File: src/rtl/seq_alu.sv
// Sequential ALU: single-cycle add/subtract and iterative signed shift-add multiply.
// Latency: 1 cycle for add/sub/unsupported, WIDTH cycles for multiply; done pulses on completion.
// Backpressure: none; start is only sampled in IDLE and is ignored while busy.
module seq_alu #(
   parameter int WIDTH = 16
) (
   input  logic                 clk,
   input  logic                 rst_n,
   input  logic                 start,
   input  logic [3:0]           command,
   input  logic [WIDTH-1:0]     inputA,
   input  logic [WIDTH-1:0]     inputB,
   output logic                 busy,
   output logic                 done,
   output logic [2*WIDTH-1:0]   result,
   output logic                 error
);

   localparam logic [3:0] CMD_ADD = 4'b0001;
   localparam logic [3:0] CMD_SUB = 4'b0101;
   localparam logic [3:0] CMD_MUL = 4'b0010;
   // One guard bit above the product so the sign-bit subtraction never wraps.
   localparam int AW = 2*WIDTH + 1;
   localparam int CW = 6;

   typedef enum logic {S_IDLE, S_EXEC} state_t;

   state_t               r_state;
   state_t               w_state_nxt;
   logic                 w_accept;
   logic                 w_finish;

   logic [CW-1:0]        r_cnt;
   logic [3:0]           r_cmd;
   logic [WIDTH-1:0]     r_a;
   logic [WIDTH-1:0]     r_b;
   logic [AW-1:0]        r_acc;
   logic [AW-1:0]        r_bsh;
   logic                 r_done;
   logic [2*WIDTH-1:0]   r_result;
   logic                 r_error;

   logic                 w_mode;
   logic [WIDTH-1:0]     w_bx;
   logic [WIDTH-1:0]     w_sum;
   logic                 w_cout;
   logic                 w_cin_msb;
   logic                 w_ovf;
   logic [AW-1:0]        w_acc_nxt;
   logic                 w_mul_err;
   logic [2*WIDTH-1:0]   w_res_nxt;
   logic                 w_err_nxt;

   assign busy   = (r_state == S_EXEC);
   assign done   = r_done;
   assign result = r_result;
   assign error  = r_error;

   // State register.
   always_ff @(posedge clk or negedge rst_n) begin
      if (!rst_n) r_state <= S_IDLE;
      else        r_state <= w_state_nxt;
   end

   // Next state: accept in IDLE, leave EXEC when the iteration counter hits its last count.
   always_comb begin
      w_state_nxt = r_state;
      w_accept    = 1'b0;
      w_finish    = 1'b0;
      case (r_state)
         S_IDLE: begin
            if (start) begin
               w_accept    = 1'b1;
               w_state_nxt = S_EXEC;
            end
         end
         S_EXEC: begin
            if (r_cnt == CW'(1)) begin
               w_finish    = 1'b1;
               w_state_nxt = S_IDLE;
            end
         end
         default: w_state_nxt = S_IDLE;
      endcase
   end

   // Add/subtract datapath and overflow from carry into vs carry out of the MSB.
   always_comb begin
      w_mode            = (r_cmd == CMD_SUB);
      w_bx              = r_b ^ {WIDTH{w_mode}};
      {w_cout, w_sum}   = {1'b0, r_a} + {1'b0, w_bx} + {{WIDTH{1'b0}}, w_mode};
      w_cin_msb         = r_a[WIDTH-1] ^ w_bx[WIDTH-1] ^ w_sum[WIDTH-1];
      w_ovf             = w_cin_msb ^ w_cout;
   end

   // One multiply step: add the shifted B when the current A bit is set; the sign bit's weight is negative.
   always_comb begin
      w_acc_nxt = r_acc;
      if (r_a[0]) begin
         if (r_cnt == CW'(1)) w_acc_nxt = r_acc - r_bsh;
         else                 w_acc_nxt = r_acc + r_bsh;
      end
      // The exact product always fits in 2*WIDTH signed bits, so guard and sign bit agree.
      w_mul_err = w_acc_nxt[AW-1] ^ w_acc_nxt[AW-2];
   end

   // Completion value selected by the latched opcode.
   always_comb begin
      w_res_nxt = '0;
      w_err_nxt = 1'b1;
      case (r_cmd)
         CMD_ADD, CMD_SUB: begin
            w_res_nxt = {{WIDTH{w_sum[WIDTH-1]}}, w_sum};
            w_err_nxt = w_ovf;
         end
         CMD_MUL: begin
            w_res_nxt = w_acc_nxt[2*WIDTH-1:0];
            w_err_nxt = w_mul_err;
         end
         default: begin
            w_res_nxt = '0;
            w_err_nxt = 1'b1;
         end
      endcase
   end

   // Operand latch, iteration state and registered outputs.
   always_ff @(posedge clk or negedge rst_n) begin
      if (!rst_n) begin
         r_cnt    <= '0;
         r_cmd    <= '0;
         r_a      <= '0;
         r_b      <= '0;
         r_acc    <= '0;
         r_bsh    <= '0;
         r_done   <= 1'b0;
         r_result <= '0;
         r_error  <= 1'b0;
      end else begin
         r_done <= w_finish;
         if (w_accept) begin
            r_a   <= inputA;
            r_b   <= inputB;
            r_cmd <= command;
            r_acc <= '0;
            r_bsh <= {{(WIDTH+1){inputB[WIDTH-1]}}, inputB};
            r_cnt <= (command == CMD_MUL) ? CW'(WIDTH) : CW'(1);
         end else if (r_state == S_EXEC) begin
            r_cnt <= r_cnt - CW'(1);
            r_a   <= r_a >> 1;
            r_bsh <= r_bsh << 1;
            r_acc <= w_acc_nxt;
         end
         if (w_finish) begin
            r_result <= w_res_nxt;
            r_error  <= w_err_nxt;
         end
      end
   end

endmodule

File: config.mk
export PLATFORM = sky130hd
export DESIGN_NAME = seq_alu
export DESIGN_NICKNAME = d
export VERILOG_FILES = /design/src/rtl/seq_alu.sv
export SDC_FILE = /design/constraint.sdc
export NUM_CORES = 1
export LEC_CHECK = 0
export ABC_AREA = 1
export CAP_MARGIN = 15
export CORE_MARGIN = 10
export CORE_UTILIZATION = 45
export DETAILED_ROUTE_END_ITERATION = 8
export GPL_TIMING_DRIVEN = 0
export HOLD_SLACK_MARGIN = 0.15
export PLACE_DENSITY_LB_ADDON = 0.3
export SYNTH_ARGS = -nofsm -noshare
export SYNTH_HDL_FRONTEND = slang
export SYNTH_SLANG_ARGS = --single-unit
export TNS_END_PERCENT = 50
File: constraint.sdc
create_clock -name clk -period 4.1 [get_ports clk]
set_clock_uncertainty 0.15 [all_clocks]
set_input_delay 1.23 -clock clk [delete_from_list [all_inputs] [get_ports clk]]
set_output_delay 1.23 -clock clk [all_outputs]
set_load 0.02 [all_outputs]
* Word level (Yosys, flattened, before mapping)
Index checks and enable logic that the tools add are counted.
** Word-level totals
- Register bits :: 143
- Input port bits :: 39
- Output and inout bits :: 35
** Operators by class
- $add $sub $neg :: 5
- Equality and inequality tests :: 5
- Mux-type cells :: 19
- Bitwise gates (word level) :: 6
- Reduce and logical (&&, ||, !) cells :: 2
** Operators by type and width (number)
- $mux W33 :: 6
- $pmux W32 S2 :: 1
- $add A33 B33 Y33 :: 1
- $sub A33 B33 Y33 :: 1
- $mux W16 :: 2
- $add A16 B16 Y17 :: 1
- $add A17 B1 Y17 :: 1
- $xor A16 B16 Y16 :: 1
- $mux W6 :: 2
- $eq A4 B2 Y1 const B :: 2
- $eq A6 B1 Y1 const B :: 1
- $sub A6 B1 Y6 const B :: 1
- $mux W1 :: 5
- $mux W5 :: 1
- $eq A4 B1 Y1 const B :: 1
- $eq A4 B3 Y1 const B :: 1
- $pmux W1 S2 :: 2
- $xor A1 B1 Y1 :: 4
- $reduce_bool A2 Y1 :: 1
- $reduce_or A2 Y1 :: 1
- $not A1 Y1 :: 1

* Logic depth before layout (Yosys ltp)
- Depth after elaboration :: 7
- Mapped depth :: 25

* Worst setup path after synthesis
No wires, ideal clock.
- Path kind :: reg2reg
- Start point :: register r_cnt[0]
- End point :: register r_result[14] (netlist: result[14])
- Library setup time :: 65 ps
- Data arrival time :: 3110 ps
- Data required time :: 3885 ps
- Slack :: 775 ps
- Cell stages (with the launch flop) :: 20
- Clock period less this slack :: 3325 ps
- Path through :: dfrtp_1 ha_1 nand3_1 clkinv_1 or2_2 xor2_1 ha_1 inv_1 o21ai_0 nand2_1 o21bai_1 nand3_1 nand2_1 nand2_1 nand3_1 o21ai_0 or2_2 nand2_1 nand2_1 nand2_1
** On the way
- Longest elaborated chain between the ends :: 4
- Elaborated cells between the ends (all ways) :: 6
- Classes of those cells :: eq/ne: 1; mux: 5
** RTL lines
- from (decl) :: RTL line 33 : logic [CW-1:0] r_cnt;
- from (signal assigned) :: RTL line 147 : r_cnt <= (command == CMD_MUL) ? CW'(WIDTH) : CW'(1);
- from (signal assigned) :: RTL line 149 : r_cnt <= r_cnt - CW'(1);
- $eq A6 B1 Y1 * :: RTL line 78, 100
- $mux W33 :: RTL line 100 : if (r_cnt == CW'(1)) w_acc_nxt = r_acc - r_bsh;
- $mux W33 :: RTL line 99 : if (r_a[0]) begin
- $pmux W32 S2 :: RTL line 111 : case (r_cmd)
- to (signal assigned) :: RTL line 155 : r_result <= w_res_nxt;
- to (decl) :: RTL line 40 : logic [2*WIDTH-1:0] r_result;
Every way passes the cells marked *; elsewhere a longest branch is shown, timed or not.
A chain may end at the register's enable or synchronous reset.

* Final worst setup path
- Start point :: register r_bsh[0]
- End point :: register r_error (netlist: error)
** On the way
- Longest elaborated chain between the ends :: 5
- Elaborated cells between the ends (all ways) :: 6
- Classes of those cells :: add/sub: 2; mux: 3; bitwise: 1
** RTL lines
- from (decl) :: RTL line 38 : logic [AW-1:0] r_bsh;
- from (signal assigned) :: RTL line 146 : r_bsh <= {{(WIDTH+1){inputB[WIDTH-1]}}, inputB};
- from (signal assigned) :: RTL line 151 : r_bsh <= r_bsh << 1;
- $add A33 B33 Y33 or $sub A33 B33 Y33 (tied branches) :: RTL line 101, 100
- $mux W33 * :: RTL line 100
- $mux W33 * :: RTL line 99
- $xor A1 B1 Y1 * :: RTL line 104 : w_mul_err = w_acc_nxt[AW-1] ^ w_acc_nxt[AW-2];
- $pmux W1 S2 * :: RTL line 111
- to (signal assigned) :: RTL line 156 : r_error <= w_err_nxt;
- to (decl) :: RTL line 41 : logic r_error;
Marks and branches as above.

==> results.cfg <==
[yosys]
syn_avg_cell_area_um2 = 7.11
synthFlopType = dfrtp_1
yosysTopAreaCellShare = 0.362
yosys_warnings = 0
ys_seq_elements = 143
synth_seq_area_share = 0.362
yosys-top-cells-count = 380 x nand2_1, 172 x inv_1, 143 x dfrtp_1
ys_async_sr_fraction = 1.00
synth_nets = 1481
synthDistinctLibCells = 43
synth.most_common_cell = nand2_1
synth_cells = 1390
synth_edf_count = 0
syn_area_mm2 = 0.00988
yosys.area.top_type = dfrtp_1
synth.area.top_cells = dfrtp_1 36%, nand2_1 14%, inv_1 6.5%

[clocking]
ctsHoldBuffers = 0
numCtsBuffers = 17
h-tree-depth = 4
clock_latency_ps = 440
clk_pin_slew_ps = 60
cts_root_buf = clkbuf_16
clock-sinks = 143
clockBufferDepth = 2
cts_tree = done

[hold_path]
hold_path_class = flip-flop to flip-flop

[placement]
port_buffers = 73
post_dp_cell_area_mm2 = 0.0110
gp_congestion = 0.962
dp_hpwl_um = 24700

[worst_setup_path]
crit_required_ps = 4310
criticalPathCategory = flip-flop to flip-flop
rrSetupSlack_ps = 180
critPathLaunch = r_bsh[0]
crit_arrival_ps = 4130
path_max_fanout = 5
r2r-start = r_bsh[0]
worstSetupEndpointType = flip-flop
crit_end = error
r2r_cells = 21
worst_setup_path_start_kind = flip-flop
reg2reg_to = error

[timing]
hold_viol_final = 0
setup_viol = 0
maxSlewViolCount = 0
relSlewSlack = 0.365
fmax_mhz = 255
period_needed_ps = 3920
holdWs_ps = 333
fin_crit_sh = 0.957
tightest_slew_ps = 952

[run_status]
status = finished, final reports clean

[final_layout]
syn2layout_area_growth_pct = 18.8
fill_cells = 2067
final_nets = 1581
regArea_mm2 = 0.00358
stdcell_area_mm2 = 0.0117
antennaDiodeCount = 0
drive_gt1_frac = 0.0666
fin_util = 0.541
multi_input_area_mm2 = 0.00558

[detailed_routing]
drt-initial-drc-count = 791
antenna_left = 0
vias = 9719
route.detailed.drc = 0
vias_per_cell = 5.45
first_pass_iters = 5
wl_per_cell_um = 17.9
drt_wl_total_um = 32000

[grt]
grt.busiest_layer = met2
grtUsageMet1 = 0.293
grt_pass1_vias = 9336
grt_usage = 0.222
grt_pass1_wl_um = 50300
grt_start_max_net_pins = 91
met3_usage = 0.0421
overflow = 0
use_met2 = 0.354
antenna_found_initial = 1

[flow_run]
max_cap_viol_count = 0

[die]
die_x_um = 168
die_h_um = 168
ios = 74
die-area_mm2 = 0.0283
start_util = 0.456
coreArea_mm2 = 0.0217
row_count = 54
metal layers:
metal | share of wire | wire length [um]
met5 | 0.00041 | 13
met4 | 0.028 | 889
met3 | 0.059 | 1900
met2 | 0.46 | 14700
met1 | 0.45 | 14400
registers in the layout (all words and copies together) (netlist names):
signal and count:
result 32, r_a 16, busy 1, done 1
r_cmd 4, r_acc 33, r_b 16, r_bsh 33
error 1, r_cnt 6
worst max-delay path: stages (launching register included):
cell and delay (ps):
dfrtp_1 410, inv_1 120, ha_1 200, nand4_1 190, nor4_4 240, nand3_2 180
o21ai_0 220, xor2_1 300, ha_1 370, a21oi_1 250, nand2_1 100, nand2_1 70
nand2_1 50, a21oi_1 180, nand2_1 90, nand2_1 70, nand3_1 80, nand2_2 140
inv_1 60, nand2_1 80, nand3_2 100, a21oi_2 180
placed cells by master (no fill, tap or decap), types with 4 or more instances in the layout:
master | netlist | final
or2_2 | 16 | 16
clkinv_1 | 5 | 4
nor3_1 | 12 | 10
dfrtp_1 | 143 | 143
xnor2_1 | 12 | 12
inv_1 | 172 | 172
o21ai_0 | 99 | 96
clkdlybuf4s50_1 | 0 | 72
o21bai_1 | 12 | 11
nand3_1 | 105 | 102
xor2_1 | 49 | 48
ha_1 | 50 | 49
a21oi_2 | 10 | 12
o22ai_1 | 8 | 8
clkbuf_16 | 0 | 17
clkbuf_1 | 37 | 36
nand2_2 | 5 | 7
nor2_2 | 0 | 6
a21oi_1 | 70 | 68
o221ai_1 | 21 | 21
clkinvlp_4 | 0 | 4
o211ai_1 | 14 | 14
nand4_1 | 9 | 9
o22a_1 | 4 | 4
nand2_1 | 380 | 378
a31oi_1 | 8 | 8
nor2_1 | 121 | 114
buf_4 | 0 | 8
worst min path at each step:
stage	from	to	slack [ps]	depth (start not counted)
final	result[13]	result[13]	330	2
after global routing	r_cnt[5]	r_cnt[5]	360	1
after CTS	result[1]	result[1]	330	2
after detailed placement	result[1]	result[1]	310	2
after global placement	result[1]	result[1]	320	2
after floorplan	r_cnt[5]	r_cnt[5]	300	1
cell type report:
class | instances | share of cell area
multi-input combinational | 1028 | 0.476
sequential | 143 | 0.305
timing repair buffer | 81 | 0.0692
inverter | 178 | 0.0571
clock buffer | 19 | 0.0377
tap | 280 | 0.0298
buffer | 41 | 0.0142
clock inverter | 12 | 0.0115
kinds of logic after synthesis:
group	synth area share
xor gates and xnor gates	0.0541
adders and majority gates	0.0674
AOI/OAI and AO/OA	0.153
and+or+nand+nor	0.278
buffers and inverters	0.0839
muxes	0.00101
DFF	0.362
timing repair:
action	in CTS	in global routing
buffers inserted	0	7
resized for setup	7	28
endpoints found under the setup margin	13	27
pin swaps	0	10
stage by stage:
stage / std cells / setup slack [ps] / TNS, ps
finish: 1782 / 178 / 0
global route: 1782 / -61.5 / -69.6
detailed placement: 1744 / -245 / -874
global placement: 1743 / -4330 / -617630
floorplan: 1390 / 775 / 0
CTS: 1775 / 17.5 / 0
Power is not shown: default switching activity piles up to over one toggle a cycle in this logic, so the estimate is an artifact.
